### config.mk
export PLATFORM = sky130hd
export DESIGN_NAME = fork_join_sched
export DESIGN_NICKNAME = d
export VERILOG_FILES = /design/src/rtl/fork_join_sched.sv
export SDC_FILE = /design/constraint.sdc
export NUM_CORES = 1
export LEC_CHECK = 0
export ABC_AREA = 1
export CAP_MARGIN = 20
export CORE_UTILIZATION = 65
export DETAILED_ROUTE_END_ITERATION = 8
export DONT_BUFFER_PORTS = 1
export GPL_TIMING_DRIVEN = 0
export PLACE_DENSITY = 0.85
export RECOVER_POWER = 50
export SYNTH_ARGS = -nofsm -noshare
export SYNTH_HDL_FRONTEND = slang
export SYNTH_SLANG_ARGS = --single-unit
### constraint.sdc
create_clock -name clk -period 2.8 [get_ports clk]
set_input_delay 0.42 -clock clk [delete_from_list [all_inputs] [get_ports clk]]
set_output_delay 0.42 -clock clk [all_outputs]
set_load 0.01 [all_outputs]
### src/rtl/fork_join_sched.sv
// Fork/join job launcher: starts NUM_JOBS countdown jobs on one command and raises one join event per launch.
// Optional abort input and kill logic are built only when FJ_ABORT_EN is defined.
module fork_join_sched #(
   parameter int NUM_JOBS = 3,
   parameter int CNT_W    = 8,
   parameter int ELAP_W   = 16
) (
   input  logic                      clk,
   input  logic                      rst_n,
   input  logic                      start,
   input  logic [1:0]                mode,
   input  logic [NUM_JOBS*CNT_W-1:0] dur_i,
`ifdef FJ_ABORT_EN
   input  logic                      abort,
`endif
   output logic                      busy,
   output logic [NUM_JOBS-1:0]       job_active,
   output logic [NUM_JOBS-1:0]       job_done_pulse,
   output logic                      join_done,
   output logic [ELAP_W-1:0]         elapsed
);

   localparam logic [0:0] S_IDLE = 1'b0;
   localparam logic [0:0] S_RUN  = 1'b1;

   localparam logic [1:0] M_ANY  = 2'b01;
   localparam logic [1:0] M_NONE = 2'b10;

   logic [0:0]          state_q,   state_d;
   logic [1:0]          mode_q,    mode_d;
   logic                joined_q,  joined_d;
   logic [CNT_W-1:0]    cnt_q [NUM_JOBS];
   logic [CNT_W-1:0]    cnt_d [NUM_JOBS];
   logic [ELAP_W-1:0]   elapsed_q, elapsed_d;
   logic [NUM_JOBS-1:0] active_q,  active_d;
   logic [NUM_JOBS-1:0] pulse_q,   pulse_d;
   logic                busy_q,    busy_d;
   logic                join_q,    join_d;

   logic [NUM_JOBS-1:0] expire_s;
   logic [NUM_JOBS-1:0] remain_s;
   logic                fire_s;

   // Jobs whose counter reaches zero on the coming edge, and those still running after it.
   always_comb begin
      expire_s = '0;
      for (int i = 0; i < NUM_JOBS; i++) begin
         expire_s[i] = (cnt_q[i] == CNT_W'(1));
      end
      remain_s = active_q & ~expire_s;
   end

   // Next-state logic for launch, countdown, completion and join tracking.
   always_comb begin
      state_d   = state_q;
      mode_d    = mode_q;
      joined_d  = joined_q;
      elapsed_d = elapsed_q;
      active_d  = active_q;
      busy_d    = busy_q;
      pulse_d   = '0;
      join_d    = 1'b0;
      fire_s    = 1'b0;
      for (int i = 0; i < NUM_JOBS; i++) begin
         cnt_d[i] = cnt_q[i];
      end

      case (state_q)
         S_IDLE: begin
            if (start) begin
               state_d   = S_RUN;
               mode_d    = mode;
               joined_d  = 1'b0;
               elapsed_d = '0;
               active_d  = '1;
               busy_d    = 1'b1;
               // A zero duration still runs for one cycle.
               for (int i = 0; i < NUM_JOBS; i++) begin
                  if (dur_i[i*CNT_W +: CNT_W] == '0) begin
                     cnt_d[i] = CNT_W'(1);
                  end else begin
                     cnt_d[i] = dur_i[i*CNT_W +: CNT_W];
                  end
               end
            end else begin
               state_d = S_IDLE;
            end
         end
         S_RUN: begin
`ifdef FJ_ABORT_EN
            if (abort) begin
               state_d  = S_IDLE;
               active_d = '0;
               busy_d   = 1'b0;
               for (int i = 0; i < NUM_JOBS; i++) begin
                  cnt_d[i] = '0;
               end
               // The joiner still learns of termination if it has not fired yet.
               join_d   = ~joined_q;
               joined_d = 1'b1;
            end else
`endif
            begin
               for (int i = 0; i < NUM_JOBS; i++) begin
                  if (cnt_q[i] != '0) begin
                     cnt_d[i] = cnt_q[i] - CNT_W'(1);
                  end else begin
                     cnt_d[i] = cnt_q[i];
                  end
               end
               if (elapsed_q == {ELAP_W{1'b1}}) begin
                  elapsed_d = elapsed_q;
               end else begin
                  elapsed_d = elapsed_q + ELAP_W'(1);
               end
               active_d = remain_s;
               busy_d   = |remain_s;
               pulse_d  = active_q & expire_s;
               if (remain_s == '0) begin
                  state_d = S_IDLE;
               end else begin
                  state_d = S_RUN;
               end

               case (mode_q)
                  M_ANY:   fire_s = |expire_s;
                  M_NONE:  fire_s = 1'b1;
                  default: fire_s = (remain_s == '0);
               endcase
               if (fire_s && !joined_q) begin
                  join_d   = 1'b1;
                  joined_d = 1'b1;
               end else begin
                  join_d   = 1'b0;
               end
            end
         end
         default: begin
            state_d = S_IDLE;
         end
      endcase
   end

   // State and output registers with synchronous active-low reset.
   always_ff @(posedge clk) begin
      if (!rst_n) begin
         state_q   <= S_IDLE;
         mode_q    <= 2'b00;
         joined_q  <= 1'b0;
         elapsed_q <= '0;
         active_q  <= '0;
         pulse_q   <= '0;
         busy_q    <= 1'b0;
         join_q    <= 1'b0;
         for (int i = 0; i < NUM_JOBS; i++) begin
            cnt_q[i] <= '0;
         end
      end else begin
         state_q   <= state_d;
         mode_q    <= mode_d;
         joined_q  <= joined_d;
         elapsed_q <= elapsed_d;
         active_q  <= active_d;
         pulse_q   <= pulse_d;
         busy_q    <= busy_d;
         join_q    <= join_d;
         for (int i = 0; i < NUM_JOBS; i++) begin
            cnt_q[i] <= cnt_d[i];
         end
      end
   end

   assign busy           = busy_q;
   assign job_active     = active_q;
   assign job_done_pulse = pulse_q;
   assign join_done      = join_q;
   assign elapsed        = elapsed_q;

endmodule

# Yosys cells after proc, flatten, opt, wreduce, memory -nomap -nowiden
# Memory sizes are Yosys's and may differ from the RTL's.
# Index checks and enable logic that the tools add are counted.
# op_classes
addsub	4
n_mul	0
div	0
n_lt_le_gt_ge	0
eq_ne	9
n_shift	0
n_mux	29
n_bitwise	7
reduce_logical	15
# ops
operator	count
8-bit 2-to-1 mux	9
24-bit one-hot mux with 2 select lines	1
16-bit 2-to-1 mux	2
16-bit one-hot mux with 2 select lines	1
8-bit by 1-bit == test with 1-bit output (second input constant)	3
8-bit logical NOT	3
24-bit 2-to-1 mux	1
8-bit nonzero test	3
8-bit by 1-bit subtractor with 8-bit output (second input constant)	3
16-bit by 1-bit adder with 16-bit output (second input constant)	1
16-bit == test (second input constant)	1
1-bit 2-to-1 mux	9
1-bit one-hot mux with 2 select lines	4
2-bit AND reduction	4
3-bit bitwise AND	2
3-bit one-hot mux with 2 select lines	1
3-bit OR reduction	2
2-bit inequality test (second input constant)	2
3-bit logical NOT	1
3-bit 2-to-1 mux	1
3-bit inverter	1
1-bit OR	3
2-bit by 1-bit == test with 1-bit output (second input constant)	1
2-bit == test (second input constant)	1
4 further kinds	4
# totals
ff_bits	28
latchBits	0
ramBits	24
rom_bits	0
inputBits	29
elab_cells	73
mem_count	1
# memory_table
memory	words	width	read_ports	rd_clocked_by_memory_dff	write_ports	line_no	source
cnt_q	3	8	3	0	3	32	logic [CNT_W-1:0] cnt_q [NUM_JOBS];

# Logic depth before layout (Yosys ltp)
# depth
depth_word	9
mapped_depth	10
ltp_nobuf	10

# Least setup slack after synthesis
# OpenSTA, ideal clock, no wires.
# synth_timing
kind	register to register
from	register elapsed_q[0], in the netlist elapsed[0]
to	register elapsed_q[13], in the netlist elapsed[13]
arrival_time_ns	1.501
t_required_ns	2.683
setup_slack_ns	1.182
path_stages_with_launch	9
n_path_buf	0
period_less_slack_ns	1.618
cell_sequence	dfxtp_1 ha_1 nand2_1 nor2_4 nand2_2 o21ai_4 inv_1 a21boi_0 nor2_1
# synth_via
elab_chain_cells	3
word_cells_on_any_way	6
cone_classes	add/sub (1); eq/ne (2); mux (2); reduce/logical (1)
# synth_lines
element	line_no	source
start: declaration	34	logic [ELAP_W-1:0] elapsed_q, elapsed_d;
start signal: assignment	162	elapsed_q <= elapsed_d;
16-bit by 1-bit adder with 16-bit output or 16-bit == test (tied branches)	114, 111	
16-bit 2-to-1 mux or 2-bit inequality test (tied branches)	--	
16-bit one-hot mux with 2 select lines or 2-bit AND reduction (tied branches)	--	
# Parallel ways exist; a longest one is shown, timed or not. The select of a mux whose other input is x is not followed.
# A chain may end at the register's enable or synchronous reset.

==> flow_summary.json <==
{
  "grt_util_met2": 0.531,
  "clockBufferDepth": 2,
  "stdcell_count": 524,
  "cts_tree": "done",
  "grt_pass1_vias": 2812,
  "cts_sinks": 52,
  "synth.area.top_cells": "dfxtp_1 35%, nand2_1 13%, o21ai_0 9.1%, a21oi_1 7.9%, nand3_1 7.4%",
  "syn_nets": 502,
  "async_flop_share": 0,
  "drc": 0,
  "p_switching_uw": 603,
  "grt.busiest_layer": "met2",
  "synth_xor_area_frac": 0.00589,
  "maxCapViolations": 0,
  "relSlewSlack": 0.539,
  "initialDrtViolationCount": 206,
  "path_cells": "clkbuf_1 > o21ai_1 > nand2_1 > buf_2 > o21ai_0 > a21oi_1",
  "post_cts_resized": 0,
  "max_stage_delay_ns": 0.53,
  "portBuffers": 0,
  "path_class": "reg2reg",
  "post_cts.repair.setup_buffers": 0,
  "p_comb_frac": 0.238,
  "setup_tns_ns": 0,
  "overflow": 0,
  "synth_area_per_cell_um2": 6.41,
  "max_freq_mhz": 502,
  "grt_max_degree": 16,
  "io_pins": 53,
  "dp_hpwl_mm": 5.47,
  "ctsHoldBuffers": 0,
  "antenna_found_initial": 0,
  "setup_slack_ns": 0.808,
  "hold_viol": 0,
  "design_area_mm2": 0.00316,
  "placed_cell_area_mm2": 0.00304,
  "pwr-share-clk": 0.302,
  "routed_via_density": 5.78,
  "clk_pin_slew_ns": 0.10,
  "p_per_area_mw_per_mm2": 591,
  "yosys_most_used_dff": "dfxtp_1",
  "routed_wl_mm": 7.52,
  "yosysMostFrequentCell": "nand2_1",
  "arrival_ns": 2.24,
  "worst_pin_slew_ns": 0.691,
  "synthMuxAreaShare": 0.00337,
  "cp_max_fo": 10,
  "synth_top_cell_by_area": "dfxtp_1",
  "p_int_uw": 1270,
  "cp_slowest_cell": "clkbuf_1",
  "cts_root_buf": "clkbuf_8",
  "dieArea_mm2": 0.00485,
  "route.vias.total": 3030,
  "final_max_slew_viol_count": 0,
  "peakVddDrop_mv": 0.421,
  "ys_ff_latch": 52,
  "die_height_um": 69.6,
  "clk_latency_ns": 0.30,
  "die_x_um": 69.6,
  "post-place-ws_ns": 0.915,
  "fp.coreArea_mm2": 0.00438,
  "syn_inst": 464,
  "hp-class": "in2reg",
  "synth_top_family_by_area": "simple AND/OR/NAND/NOR gates",
  "place_congestion": 0.921,
  "drive_gt1_frac": 0.0487,
  "yosys-top-cells-count": "105 x nand2_1, 57 x nor2_1, 54 x o21ai_0",
  "first_pass_iters": 6,
  "yosysWarnings": 0,
  "synth_compound_area_frac": 0.194,
  "fin_nets": 509,
  "synth-adder-area-share": 0.0379,
  "clock_skew_ns": 0.00470,
  "yosysUniqueCellTypes": 31,
  "num_rows": 24,
  "synthSimpleGateAreaFrac": 0.318,
  "synth_edf_count": 0,
  "ant_nets": 0,
  "cts_inserted_buffers": 5,
  "h-tree-depth": 2,
  "status": "completed",
  "wl_per_cell_um": 14.3,
  "synth_top_area_share": 0.350,
  "met3_usage": 0.0669,
  "end_kind": "flop",
  "finalCritPeriodShare": 0.711,
  "dp.cells": 516,
  "min_period_ns": 1.99,
  "grt_pass1_wl_mm": 12.4,
  "grt_use_met1": 0.415,
  "seq_area_frac_synth": 0.350,
  "total_power_uw": 1870,
  "diodes": 0,
  "pwr-share-seq": 0.459,
  "start_util": 0.678,
  "syn_to_final_growth_pct": 6.35,
  "startpoint_type": "flop",
  "switching_share": 0.323,
  "rsz0062_at_grt": "no",
  "required_ns": 3.05,
  "netlist_area_mm2": 0.00297,
  "finalSetupViolCount": 0,
  "power_leakage_uw": 0.00138,
  "grtUsageTotal": 0.317
}
[worst paths after layout]
kind	from	end	slack, ns	cells past startpoint
setup / recovery	state_q	cnt_q[0][18]	0.81	6
setup reg to reg	state_q	cnt_q[0][18]	0.81	6
hold reg to reg	joined_q	join_done	0.42	1
hold / removal	rst_n	cnt_q[0][19]	0.24	2
[cells by family (layout without fill, tap and decap cells)]
group	Yosys count	after routing
AO/OA/AOI/OAI	110	110
XOR/XNOR	2	2
adder cells (fa/ha/maj)	9	9
buffers and inverters	68	76
flip-flops	52	52
multiplexers	1	1
AND/OR/NAND/NOR	222	222
[placed cells by master, fill, tap and decap left out, types with 2 or more instances in the layout]
cell      count
nor3b_1       2
nand2_1     105
nor2_1       57
clkbuf_8      7
inv_1        52
clkbuf_1     11
o21ai_1       2
nand3b_1      2
or2_2         4
o21ai_0      54
dfxtp_1      52
nand4_1       3
nand3_1      44
buf_2         3
xor2_1        2
ha_1          9
a21oi_1      47
a21boi_0      2
[routing by layer]
layer | part of all wire | wire (um)
met1 | 0.43 | 3260
met2 | 0.48 | 3570
met3 | 0.077 | 580
met4 | 0.014 | 104
met5 | 0 | 0
[critical path, delay by kind of cell, from the launching register on]
family	cells	cell delay, ns
and+or+nand+nor	1	0.26
buffers and inverters	2	0.79
DFF	1	0.33
AOI/OAI and AO/OA	3	0.55
[final cells by class]
| type | count | area, um2 |
|---|---|---|
| Buffer | 15 | 67.6 |
| Clock buffer | 7 | 96.3 |
| Clock inverter | 1 | 30.0 |
| Fill cell | 387 | 1220 |
| Inverter | 53 | 199 |
| Multi-Input combinational cell | 344 | 1660 |
| Sequential cell | 52 | 1040 |
| Tap cell | 52 | 65.1 |
[registers in the layout, summed over array words and instances (netlist names)]
signal          flops
busy                1
cnt_q              24
elapsed            16
job_active          3
job_done_pulse      3
join_done           1
joined_q            1
mode_q              2
state_q             1
[metrics by stage]
stage,util,hold WS (ns)
after floorplan,-,0.392
after global placement,0.693,0.404
after detailed placement,0.693,0.414
after CTS,0.722,0.234
after global routing,0.721,0.255
final,0.721,0.240
[power groups by stage]
stage	Combinational [uW]	Clock [uW]	Sequential [uW]
finish	446	565	859
detailed placement	435	0	875
global route	513	603	868
global placement	421	0	872
CTS	441	574	858
floorplan	346	0	861
Power figures use the tool's default switching activity.
